[src/rtl/gravity_divider_pkg.sv]
// rtl/gravity_divider_pkg.sv - shared widths, thresholds and state encoding for the centroid divider
package gravity_divider_pkg;

  localparam int SUM_S_WIDTH  = 20;
  localparam int SUM_SX_WIDTH = 28;
  localparam int COORD_WIDTH  = 11;
  localparam int MIN_MASS     = 16;

  typedef enum logic [1:0] {
    ST_IDLE = 2'd0,
    ST_DIV  = 2'd1,
    ST_DONE = 2'd2
  } state_e;

endpackage

[src/rtl/gravity_divider_if.sv]
// rtl/gravity_divider_if.sv - valid/ready result bus towards the output stage
interface gravity_divider_if #(
  parameter int COORD_WIDTH = gravity_divider_pkg::COORD_WIDTH
);

  logic                   oVALID;
  logic                   iREADY;
  logic [COORD_WIDTH-1:0] oX;
  logic [COORD_WIDTH-1:0] oY;
  logic                   oFOUND;

  modport master (output oVALID, output oX, output oY, output oFOUND, input iREADY);
  modport slave  (input oVALID, input oX, input oY, input oFOUND, output iREADY);

endinterface

[src/rtl/gravity_divider_seq_divider.sv]
// rtl/gravity_divider_seq_divider.sv - restoring divider, one quotient bit per step, MSB first
module gravity_divider_seq_divider #(
  parameter int DVD_W = 28,
  parameter int DVR_W = 20
) (
  input  logic             clk,
  input  logic             rst_n,
  input  logic             start,
  input  logic             step,
  input  logic             last,
  input  logic [DVD_W-1:0] dividend,
  input  logic [DVR_W-1:0] divisor,
  output logic [DVD_W-1:0] quotient,
  output logic [DVR_W:0]   remainder,
  output logic             done
);

  // The dividend register shifts out dividend bits at the top and takes
  // quotient bits in at the bottom, so after DVD_W steps it holds the quotient.
  logic [DVD_W-1:0] quot_q, quot_d;
  logic [DVR_W:0]   rem_q, rem_d;
  logic [DVR_W-1:0] dvr_q, dvr_d;
  logic [DVR_W:0]   trial;

  // Load operands on start, otherwise perform one restoring step when enabled
  always_comb begin
    quot_d = quot_q;
    rem_d  = rem_q;
    dvr_d  = dvr_q;
    trial  = {rem_q[DVR_W-1:0], quot_q[DVD_W-1]};
    if (start) begin
      quot_d = dividend;
      rem_d  = '0;
      dvr_d  = divisor;
    end else if (step) begin
      if (trial >= {1'b0, dvr_q}) begin
        rem_d  = trial - {1'b0, dvr_q};
        quot_d = {quot_q[DVD_W-2:0], 1'b1};
      end else begin
        rem_d  = trial;
        quot_d = {quot_q[DVD_W-2:0], 1'b0};
      end
    end
  end

  // Divider state registers
  always_ff @(posedge clk or negedge rst_n) begin
    if (!rst_n) begin
      quot_q <= '0;
      rem_q  <= '0;
      dvr_q  <= '0;
    end else begin
      quot_q <= quot_d;
      rem_q  <= rem_d;
      dvr_q  <= dvr_d;
    end
  end

  assign quotient  = quot_q;
  assign remainder = rem_q;
  assign done      = step & last;

endmodule

[src/rtl/gravity_divider.sv]
// rtl/gravity_divider.sv - captures S/SX/SY on trigger edge and divides them into a saturated centroid
module gravity_divider
  import gravity_divider_pkg::*;
#(
  parameter int SUM_S_WIDTH  = gravity_divider_pkg::SUM_S_WIDTH,
  parameter int SUM_SX_WIDTH = gravity_divider_pkg::SUM_SX_WIDTH,
  parameter int COORD_WIDTH  = gravity_divider_pkg::COORD_WIDTH,
  parameter int MIN_MASS     = gravity_divider_pkg::MIN_MASS
) (
  input  logic                    CCLK,
  input  logic                    RST_N,
  input  logic                    iSTART_TRIG,
  input  logic [SUM_S_WIDTH-1:0]  iSUM_S,
  input  logic [SUM_SX_WIDTH-1:0] iSUM_SX,
  input  logic [SUM_SX_WIDTH-1:0] iSUM_SY,
  output logic                    oBUSY,
  output logic [1:0]              oSTATE,
  gravity_divider_if.master       res
);

  localparam int CNT_W = $clog2(SUM_SX_WIDTH);

  state_e           state_q, state_d;
  logic             trig_q, trig_d;
  logic             found_q, found_d;
  logic [CNT_W-1:0] cnt_q, cnt_d;

  logic             trig_rise;
  logic             load;
  logic             step;
  logic             last_step;
  logic             done_x;
  logic             done_y_unused;

  logic [SUM_SX_WIDTH-1:0] quot_x, quot_y;
  logic [SUM_S_WIDTH:0]    rem_x_unused, rem_y_unused;
  logic [COORD_WIDTH-1:0]  sat_x, sat_y;

  assign trig_rise = iSTART_TRIG & ~trig_q;
  assign last_step = (cnt_q == CNT_W'(SUM_SX_WIDTH - 1));

  // Next-state logic; the edge detector follows the input in every state so
  // a trigger held high through DIV/DONE cannot fire again on return to IDLE
  always_comb begin
    state_d = state_q;
    trig_d  = iSTART_TRIG;
    found_d = found_q;
    cnt_d   = cnt_q;
    load    = 1'b0;
    step    = 1'b0;
    case (state_q)
      ST_IDLE: begin
        if (trig_rise) begin
          load  = 1'b1;
          cnt_d = '0;
          if (iSUM_S >= SUM_S_WIDTH'(MIN_MASS)) begin
            found_d = 1'b1;
            state_d = ST_DIV;
          end else begin
            found_d = 1'b0;
            state_d = ST_DONE;
          end
        end
      end
      ST_DIV: begin
        step  = 1'b1;
        cnt_d = cnt_q + CNT_W'(1);
        if (done_x) state_d = ST_DONE;
      end
      ST_DONE: begin
        if (res.iREADY) state_d = ST_IDLE;
      end
      default: state_d = ST_IDLE;
    endcase
  end

  // Control registers
  always_ff @(posedge CCLK or negedge RST_N) begin
    if (!RST_N) begin
      state_q <= ST_IDLE;
      trig_q  <= 1'b0;
      found_q <= 1'b0;
      cnt_q   <= '0;
    end else begin
      state_q <= state_d;
      trig_q  <= trig_d;
      found_q <= found_d;
      cnt_q   <= cnt_d;
    end
  end

  gravity_divider_seq_divider #(.DVD_W(SUM_SX_WIDTH), .DVR_W(SUM_S_WIDTH)) u_div_x (
    .clk(CCLK), .rst_n(RST_N), .start(load), .step(step), .last(last_step),
    .dividend(iSUM_SX), .divisor(iSUM_S),
    .quotient(quot_x), .remainder(rem_x_unused), .done(done_x)
  );

  gravity_divider_seq_divider #(.DVD_W(SUM_SX_WIDTH), .DVR_W(SUM_S_WIDTH)) u_div_y (
    .clk(CCLK), .rst_n(RST_N), .start(load), .step(step), .last(last_step),
    .dividend(iSUM_SY), .divisor(iSUM_S),
    .quotient(quot_y), .remainder(rem_y_unused), .done(done_y_unused)
  );

  // Clamp quotients that do not fit the coordinate width to all-ones
  always_comb begin
    sat_x = (|quot_x[SUM_SX_WIDTH-1:COORD_WIDTH]) ? {COORD_WIDTH{1'b1}} : quot_x[COORD_WIDTH-1:0];
    sat_y = (|quot_y[SUM_SX_WIDTH-1:COORD_WIDTH]) ? {COORD_WIDTH{1'b1}} : quot_y[COORD_WIDTH-1:0];
  end

  // Outputs decode from registered state; dividers are frozen in DONE so
  // coordinates stay stable until the result is consumed
  always_comb begin
    oBUSY      = (state_q == ST_DIV) || (state_q == ST_DONE);
    oSTATE     = state_q;
    res.oVALID = (state_q == ST_DONE);
    res.oFOUND = (state_q == ST_DONE) && found_q;
    res.oX     = ((state_q == ST_DONE) && found_q) ? sat_x : '0;
    res.oY     = ((state_q == ST_DONE) && found_q) ? sat_y : '0;
  end

endmodule

[src/flat_wrapper.sv]
// flat-port wrapper written by rule: the top's interface ports become plain ports
module gravity_divider_flat import gravity_divider_pkg::*;
#(
  parameter int SUM_S_WIDTH  = gravity_divider_pkg::SUM_S_WIDTH,
  parameter int SUM_SX_WIDTH = gravity_divider_pkg::SUM_SX_WIDTH,
  parameter int COORD_WIDTH  = gravity_divider_pkg::COORD_WIDTH,
  parameter int MIN_MASS     = gravity_divider_pkg::MIN_MASS
)
  (CCLK, RST_N, iSTART_TRIG, iSUM_S, iSUM_SX, iSUM_SY, oBUSY, oSTATE, res_oVALID, res_oX, res_oY, res_oFOUND, res_iREADY);
  gravity_divider_if #(.COORD_WIDTH(COORD_WIDTH)) res_i ();
  input  logic CCLK;
  input  logic RST_N;
  input  logic iSTART_TRIG;
  input  logic [SUM_S_WIDTH-1:0] iSUM_S;
  input  logic [SUM_SX_WIDTH-1:0] iSUM_SX;
  input  logic [SUM_SX_WIDTH-1:0] iSUM_SY;
  output logic oBUSY;
  output logic [1:0] oSTATE;
  output wire logic [$bits(res_i.oVALID)-1:0] res_oVALID;
  output wire logic [$bits(res_i.oX)-1:0] res_oX;
  output wire logic [$bits(res_i.oY)-1:0] res_oY;
  output wire logic [$bits(res_i.oFOUND)-1:0] res_oFOUND;
  input wire logic [$bits(res_i.iREADY)-1:0] res_iREADY;
  assign res_oVALID = res_i.oVALID;
  assign res_oX = res_i.oX;
  assign res_oY = res_i.oY;
  assign res_oFOUND = res_i.oFOUND;
  assign res_i.iREADY = res_iREADY;
  gravity_divider #(.SUM_S_WIDTH(SUM_S_WIDTH), .SUM_SX_WIDTH(SUM_SX_WIDTH), .COORD_WIDTH(COORD_WIDTH), .MIN_MASS(MIN_MASS)) u_core (.CCLK(CCLK), .RST_N(RST_N), .iSTART_TRIG(iSTART_TRIG), .iSUM_S(iSUM_S), .iSUM_SX(iSUM_SX), .iSUM_SY(iSUM_SY), .oBUSY(oBUSY), .oSTATE(oSTATE), .res(res_i));
endmodule
[config.mk]
export PLATFORM = sky130hd
export DESIGN_NAME = gravity_divider_flat
export DESIGN_NICKNAME = d
export VERILOG_FILES = /design/src/rtl/gravity_divider_pkg.sv /design/src/rtl/gravity_divider_if.sv /design/src/rtl/gravity_divider_seq_divider.sv /design/src/rtl/gravity_divider.sv /design/src/flat_wrapper.sv
export SDC_FILE = /design/constraint.sdc
export NUM_CORES = 1
export LEC_CHECK = 0
export ABC_CLOCK_PERIOD_IN_PS = 3920
export BUFFER_PORTS_ARGS = -buffer_cell sky130_fd_sc_hd__clkbuf_2
export CAP_MARGIN = 5
export CORE_AREA = 10 10 125 127
export CTS_CLUSTER_DIAMETER = 40
export DETAILED_ROUTE_END_ITERATION = 8
export DIE_AREA = 0 0 135 137
export PLACE_DENSITY = 0.9
export REMOVE_ABC_BUFFERS = 1
export SKIP_CTS_REPAIR_TIMING = 1
export SYNTH_ARGS = -nofsm -noshare
export SYNTH_HDL_FRONTEND = slang
export SYNTH_SLANG_ARGS = --single-unit
[constraint.sdc]
create_clock -name CCLK -period 3.92 [get_ports CCLK]
set_input_delay 0 -clock CCLK [delete_from_list [all_inputs] [get_ports CCLK]]
set_output_delay 0 -clock CCLK [all_outputs]
set_load 0.02 [all_outputs]
# [Yosys cells after proc, flatten, opt, wreduce, memory -nomap -nowiden]
# Cells that the tools add are included.
[op_classes] eq_ne=6 order_cmp=3 n_reduce_logical=10 add_sub_neg=3 n_mux=27 bitwise=3
[ops] op="$mux W20" count=6
[ops] op="$mux W28" count=4
[ops] op="$mux W11" count=4
[ops] op="$ge A21 B20 Y1" count=2
[ops] op="$sub A20 B20 Y20" count=2
[ops] op="$reduce_or A17 Y1" count=2
[ops] op="$ge A20 B5 Y1 const B" count=1
[ops] op="$pmux W5 S2" count=1
[ops] op="$mux W2" count=4
[ops] op="$mux W1" count=6
[ops] op="$ne A2 B1 Y1 const B" count=3
[ops] op="$pmux W2 S3" count=1
[ops] op="$add A5 B1 Y5 const B" count=1
[ops] op="$eq A5 B5 Y1 const B" count=1
[ops] op="$mux W5" count=1
[ops] op="$reduce_and A2 Y1" count=2
[ops] op="$reduce_bool A2 Y1" count=2
[ops] op="$reduce_and A3 Y1" count=1
[ops] op="$and A1 B1 Y1" count=2
[ops] op="$eq A2 B1 Y1 const B" count=1
[ops] op="$eq A2 B2 Y1 const B" count=1
[ops] op="$logic_not A2 Y1" count=1
[ops] op="$logic_and A1 B1 Y1" count=1
[ops] op="$logic_or A1 B1 Y1" count=1
[ops] op="$not A1 Y1" count=1
[word_totals] regBits=125 input_bits=80 wordCells=61 out_inout_bits=27

# [Longest topological paths before layout]
[depth] depth_word=5 mapped_depth=12 depth_no_buf=11

# [By module]
# From an unflattened synthesis, not the netlist that was laid out.
[unflattened] cells_unflattened=1032 hier_area_um2=9212.6
[modules_own_cells] module="gravity_divider_seq_divider (u_core.u_div_x)" area_per_inst_um2=4154.0 seq_area_each_um2=1726.7 n_inst=1 cells_each=455
[modules_own_cells] module="gravity_divider_seq_divider (u_core.u_div_y)" area_per_inst_um2=4119.0 seq_area_each_um2=1726.7 n_inst=1 cells_each=470
[modules_own_cells] module="gravity_divider" area_per_inst_um2=939.7 seq_area_each_um2=225.2 n_inst=1 cells_each=107

# [Least setup slack after synthesis]
# OpenSTA, ideal clock, no wires.
[synth_path] kind="register -> register" startpoint="reg, netlist name u_core.u_div_x.dvr_q[1]" endpoint="reg u_core.u_div_y.rem_q[17], in the netlist u_core.u_div_y.remainder[17]" t_arrival_ns=2.528 required_ns=3.838 path_stages_with_launch=11 synth_period_minus_slack_ns=2.610 n_path_buf=0 path_slack_ns=1.310 setup_ns=0.082 path_cell_list="dfrtp_1 -> inv_1 -> ha_1 -> nor2b_4 -> o31a_1 -> o311ai_2 -> and3_1 -> a311oi_2 -> or4b_1 -> a31o_1 -> a31oi_1"
[synth_rtl] item="end signal, assigned" line="gravity_divider_seq_divider.sv:54" rtl="rem_q <= rem_d;"
[synth_rtl] item="end, declared" line="gravity_divider_seq_divider.sv:21" rtl="logic [DVR_W:0] rem_q, rem_d;"

==> results.json <==
{
  "fin_worst_skew_ps": 9.665,
  "hold_viol_final": 0,
  "synthCells": 919,
  "grt_max_degree": 99,
  "avgSynthCellArea_um2": 8.832,
  "hold_depth": 4,
  "required_ps": 4260,
  "seq_power_share": 0.237,
  "clk_latency_ps": 440,
  "reg2reg_to": "u_core.u_div_y.remainder[0]$_DFFE_PN0P_",
  "dp.cells": 1156,
  "min_period_ps": 3137,
  "rsz0062_at_grt": "false",
  "p_leak_uw": 0.004480,
  "power_frac_clock": 0.147,
  "synth.distinct_cells": 65,
  "ff2ff_setup_slack_ps": 780,
  "die_w_um": 135,
  "io_pins": 107,
  "clock_path_buffers": 2,
  "slew_headroom": 0.3017,
  "fin_tns_setup_ps": 0,
  "first_global_vias": 7347,
  "p_sw_frac": 0.4809,
  "synth_top_flop_cell": "dfrtp_1",
  "grt_remaining_overflow": 0,
  "ir_drop_mv": 0.5407,
  "syn_to_final_growth_pct": 24.54,
  "fin_cells": 1267,
  "ys_seq_area_frac": 0.3854,
  "async_reset_ff_frac": 1.000,
  "vias": 7995,
  "tritoncts": "done",
  "r2r-start": "u_core.u_div_x.dvr_q[1]$_DFFE_PN0P_",
  "place_area_um2": 8760,
  "antenna_found_initial": 1,
  "fin_crit_sh": 0.8002,
  "cts_buffers": 17,
  "critPathCaptureType": "flip-flop",
  "drive_above_1_share": 0.1486,
  "syn-cell-area_um2": 8117,
  "crit_path_start": "u_core.u_div_x.dvr_q[1]$_DFFE_PN0P_",
  "final_nets": 1203,
  "endpoint": "u_core.u_div_y.remainder[0]$_DFFE_PN0P_",
  "die_h_um": 137,
  "p_comb_frac": 0.616,
  "startpoint_type": "flip-flop",
  "setup_viol": 0,
  "status": "finished, final reports clean",
  "grt.total_usage": 0.2356,
  "cap_violations": 0,
  "synth-seq-cells": 125,
  "gp_congestion": 0.9122,
  "htreeDepth": 4,
  "grt_pass1_wl_um": 35580,
  "final_max_slew_viol_count": 0,
  "synth_edf_count": 0,
  "rr_worst_depth": 11,
  "cts.sinks": 125,
  "switchingPower_uw": 5048,
  "io_buffers": 106,
  "antenna_left": 0,
  "ys_warn_count": 0,
  "routed_via_density": 6.310,
  "wl_per_cell_um": 20.51,
  "power_density_nw_per_um2": 1039,
  "cts-root-buf": "clkbuf_16",
  "finish.instance_area_um2": 10110,
  "worstHoldPathType": "input pin to flip-flop",
  "drt_pass1_iterations": 5,
  "start_util": 0.6203,
  "worstPathMaxFanout": 15,
  "p_int_uw": 5450,
  "max_slew.worst_pin.slew_ps": 1045,
  "drc": 0,
  "critPathKind": "flip-flop to flip-flop",
  "hpwl_um": 14920,
  "path_clk_slew_ps": 60,
  "wirelength_um": 25990,
  "drtIter0Drc": 909,
  "coreArea_um2": 13090,
  "worstPathArrival_ps": 3480,
  "rows": 42,
  "die_area_um2": 18500,
  "max_freq_mhz": 318.8
}
-- synth_stat cells, types with 3 or more instances --
master,instances,area share
a211o_1,3,0.0032
a211oi_1,19,0.018
a21o_1,21,0.019
a21oi_1,54,0.033
a31oi_1,9,0.0069
and2_1,4,0.0031
and3_1,3,0.0023
buf_1,4,0.0018
buf_2,3,0.0018
clkbuf_1,44,0.020
dfrtp_1,125,0.39
ha_1,44,0.068
inv_1,31,0.014
mux2_2,3,0.0042
mux2i_1,74,0.091
nand2_1,115,0.053
nand2b_1,5,0.0039
nand3_1,20,0.012
nand3b_1,3,0.0028
nand4_1,7,0.0054
nor2_1,58,0.027
nor2b_1,5,0.0039
nor3_1,16,0.0099
nor3b_1,5,0.0046
nor4_1,13,0.010
o21a_1,29,0.027
o21ai_0,116,0.072
o22ai_1,3,0.0023
o31a_1,4,0.0043
or3_1,3,0.0023
xnor2_1,18,0.019
xor2_1,12,0.013
-- logic make-up (layout without fill, tap and decap cells) --
| group | after synthesis | count (layout) | synth area share |
|---|---|---|---|
| AOI/OAI and AO/OA | 286 | 286 | 0.2192 |
| xor gates and xnor gates | 30 | 30 | 0.03237 |
| adders and majority gates | 46 | 46 | 0.07276 |
| buffers and inverters | 85 | 256 | 0.04069 |
| DFF | 125 | 125 | 0.3854 |
| muxes | 77 | 77 | 0.09542 |
| other | 0 | 1 | 0 |
| and+or+nand+nor | 270 | 270 | 0.1542 |
-- sequential cells by signal, summed over array words and instances, names as in the netlist --
name	cells
u_core.u_div_y.remainder	20
u_core.u_div_x.remainder	20
u_core.u_div_x.dvr_q	20
u_core.found_q	1
u_core.u_div_y.quotient	28
u_core.oSTATE	2
u_core.trig_q	1
u_core.cnt_q	5
u_core.u_div_x.quotient	28
-- power by group through the flow --
stage / logic [uW] / clock network, uW / registers, uW
6_report: 6470 / 1540 / 2490
5_1_grt: 7080 / 1600 / 2530
4_1_cts: 6170 / 1520 / 2410
3_5_place_dp: 6070 / 0 / 2410
3_3_place_gp: 5920 / 0 / 2370
2_1_floorplan: 4860 / 0 / 2270
-- per-stage QoR --
stage                     setup slack (ps)  utilization  power (uW)  hold slack (ps)
after floorplan                      -2431            -        7128           -295.6
after global placement                1024       0.6694        8294            58.85
after detailed placement             891.6       0.6694        8482            53.90
after CTS                            839.0       0.7127       10100           -394.7
after global routing                 633.8       0.7725       11210            109.5
final                                783.3       0.7725       10500            58.38
-- layout make-up --
class | instances | area, um2
multi-input cells | 709 | 4673
flip-flops and latches | 125 | 3128
fillers | 810 | 2977
repair buffers | 192 | 1399
clock buffers | 18 | 429.2
well taps | 176 | 220.2
clock inverters | 14 | 136.4
inverters | 32 | 120.1
diodes | 1 | 2.502
-- placed cells by master (no fill, tap or decap), types with 5 or more instances in the layout --
cell type / synthesis / routed
a211oi_1: 19 / 19
nor2b_1: 5 / 5
nand2_1: 115 / 115
nand2b_1: 5 / 5
inv_1: 31 / 31
xnor2_1: 18 / 18
dlygate4sd3_1: 0 / 78
ha_1: 44 / 43
clkbuf_16: 0 / 17
clkbuf_2: 0 / 105
nor2_1: 58 / 58
dfrtp_1: 125 / 125
nor3_1: 16 / 16
nor3b_1: 5 / 5
inv_6: 0 / 5
o21ai_0: 116 / 116
a21o_1: 21 / 21
xor2_1: 12 / 12
nand3_1: 20 / 20
o21a_1: 29 / 29
nor4_1: 13 / 13
mux2i_1: 74 / 74
a21oi_1: 54 / 54
a31oi_1: 9 / 9
buf_4: 2 / 7
nand4_1: 7 / 7
-- worst max-delay path: stages, from the launching register on --
cell	delay (ps)
dfrtp_1	420
inv_1	100
ha_1	310
nor2b_4	130
o31a_1	280
o311ai_2	270
nand4_1	240
a31oi_4	550
buf_4	290
mux2i_1	200
mux2i_1	110
nor2_1	150
-- routing by layer --
metal | vias to the layer above | track usage | share of wire
met5 | - | 0 | 0
met4 | 0 | 0.08612 | 0.035
met3 | 92 | 0.07148 | 0.084
met2 | 454 | 0.3893 | 0.50
met1 | 3831 | 0.2852 | 0.39
li1 | 3618 | - | -
-- worst min path at each step --
| stage | from | end | slack [ps] |
|---|---|---|---|
| after floorplan | RST_N | u_core.cnt_q[0]$_DFFE_PN0P_ | -300 |
| after global placement | RST_N | u_core.u_div_y.remainder[5]$_DFFE_PN0P_ | 60 |
| after detailed placement | RST_N | u_core.u_div_y.remainder[4]$_DFFE_PN0P_ | 50 |
| after CTS | RST_N | u_core.u_div_y.remainder[4]$_DFFE_PN0P_ | -390 |
| after global routing | res_iREADY | u_core.oSTATE[1]$_DFFE_PN0P_ | 110 |
| final | res_iREADY | u_core.oSTATE[1]$_DFFE_PN0P_ | 60 |
No activity file was read; power rests on OpenSTA's default activity.
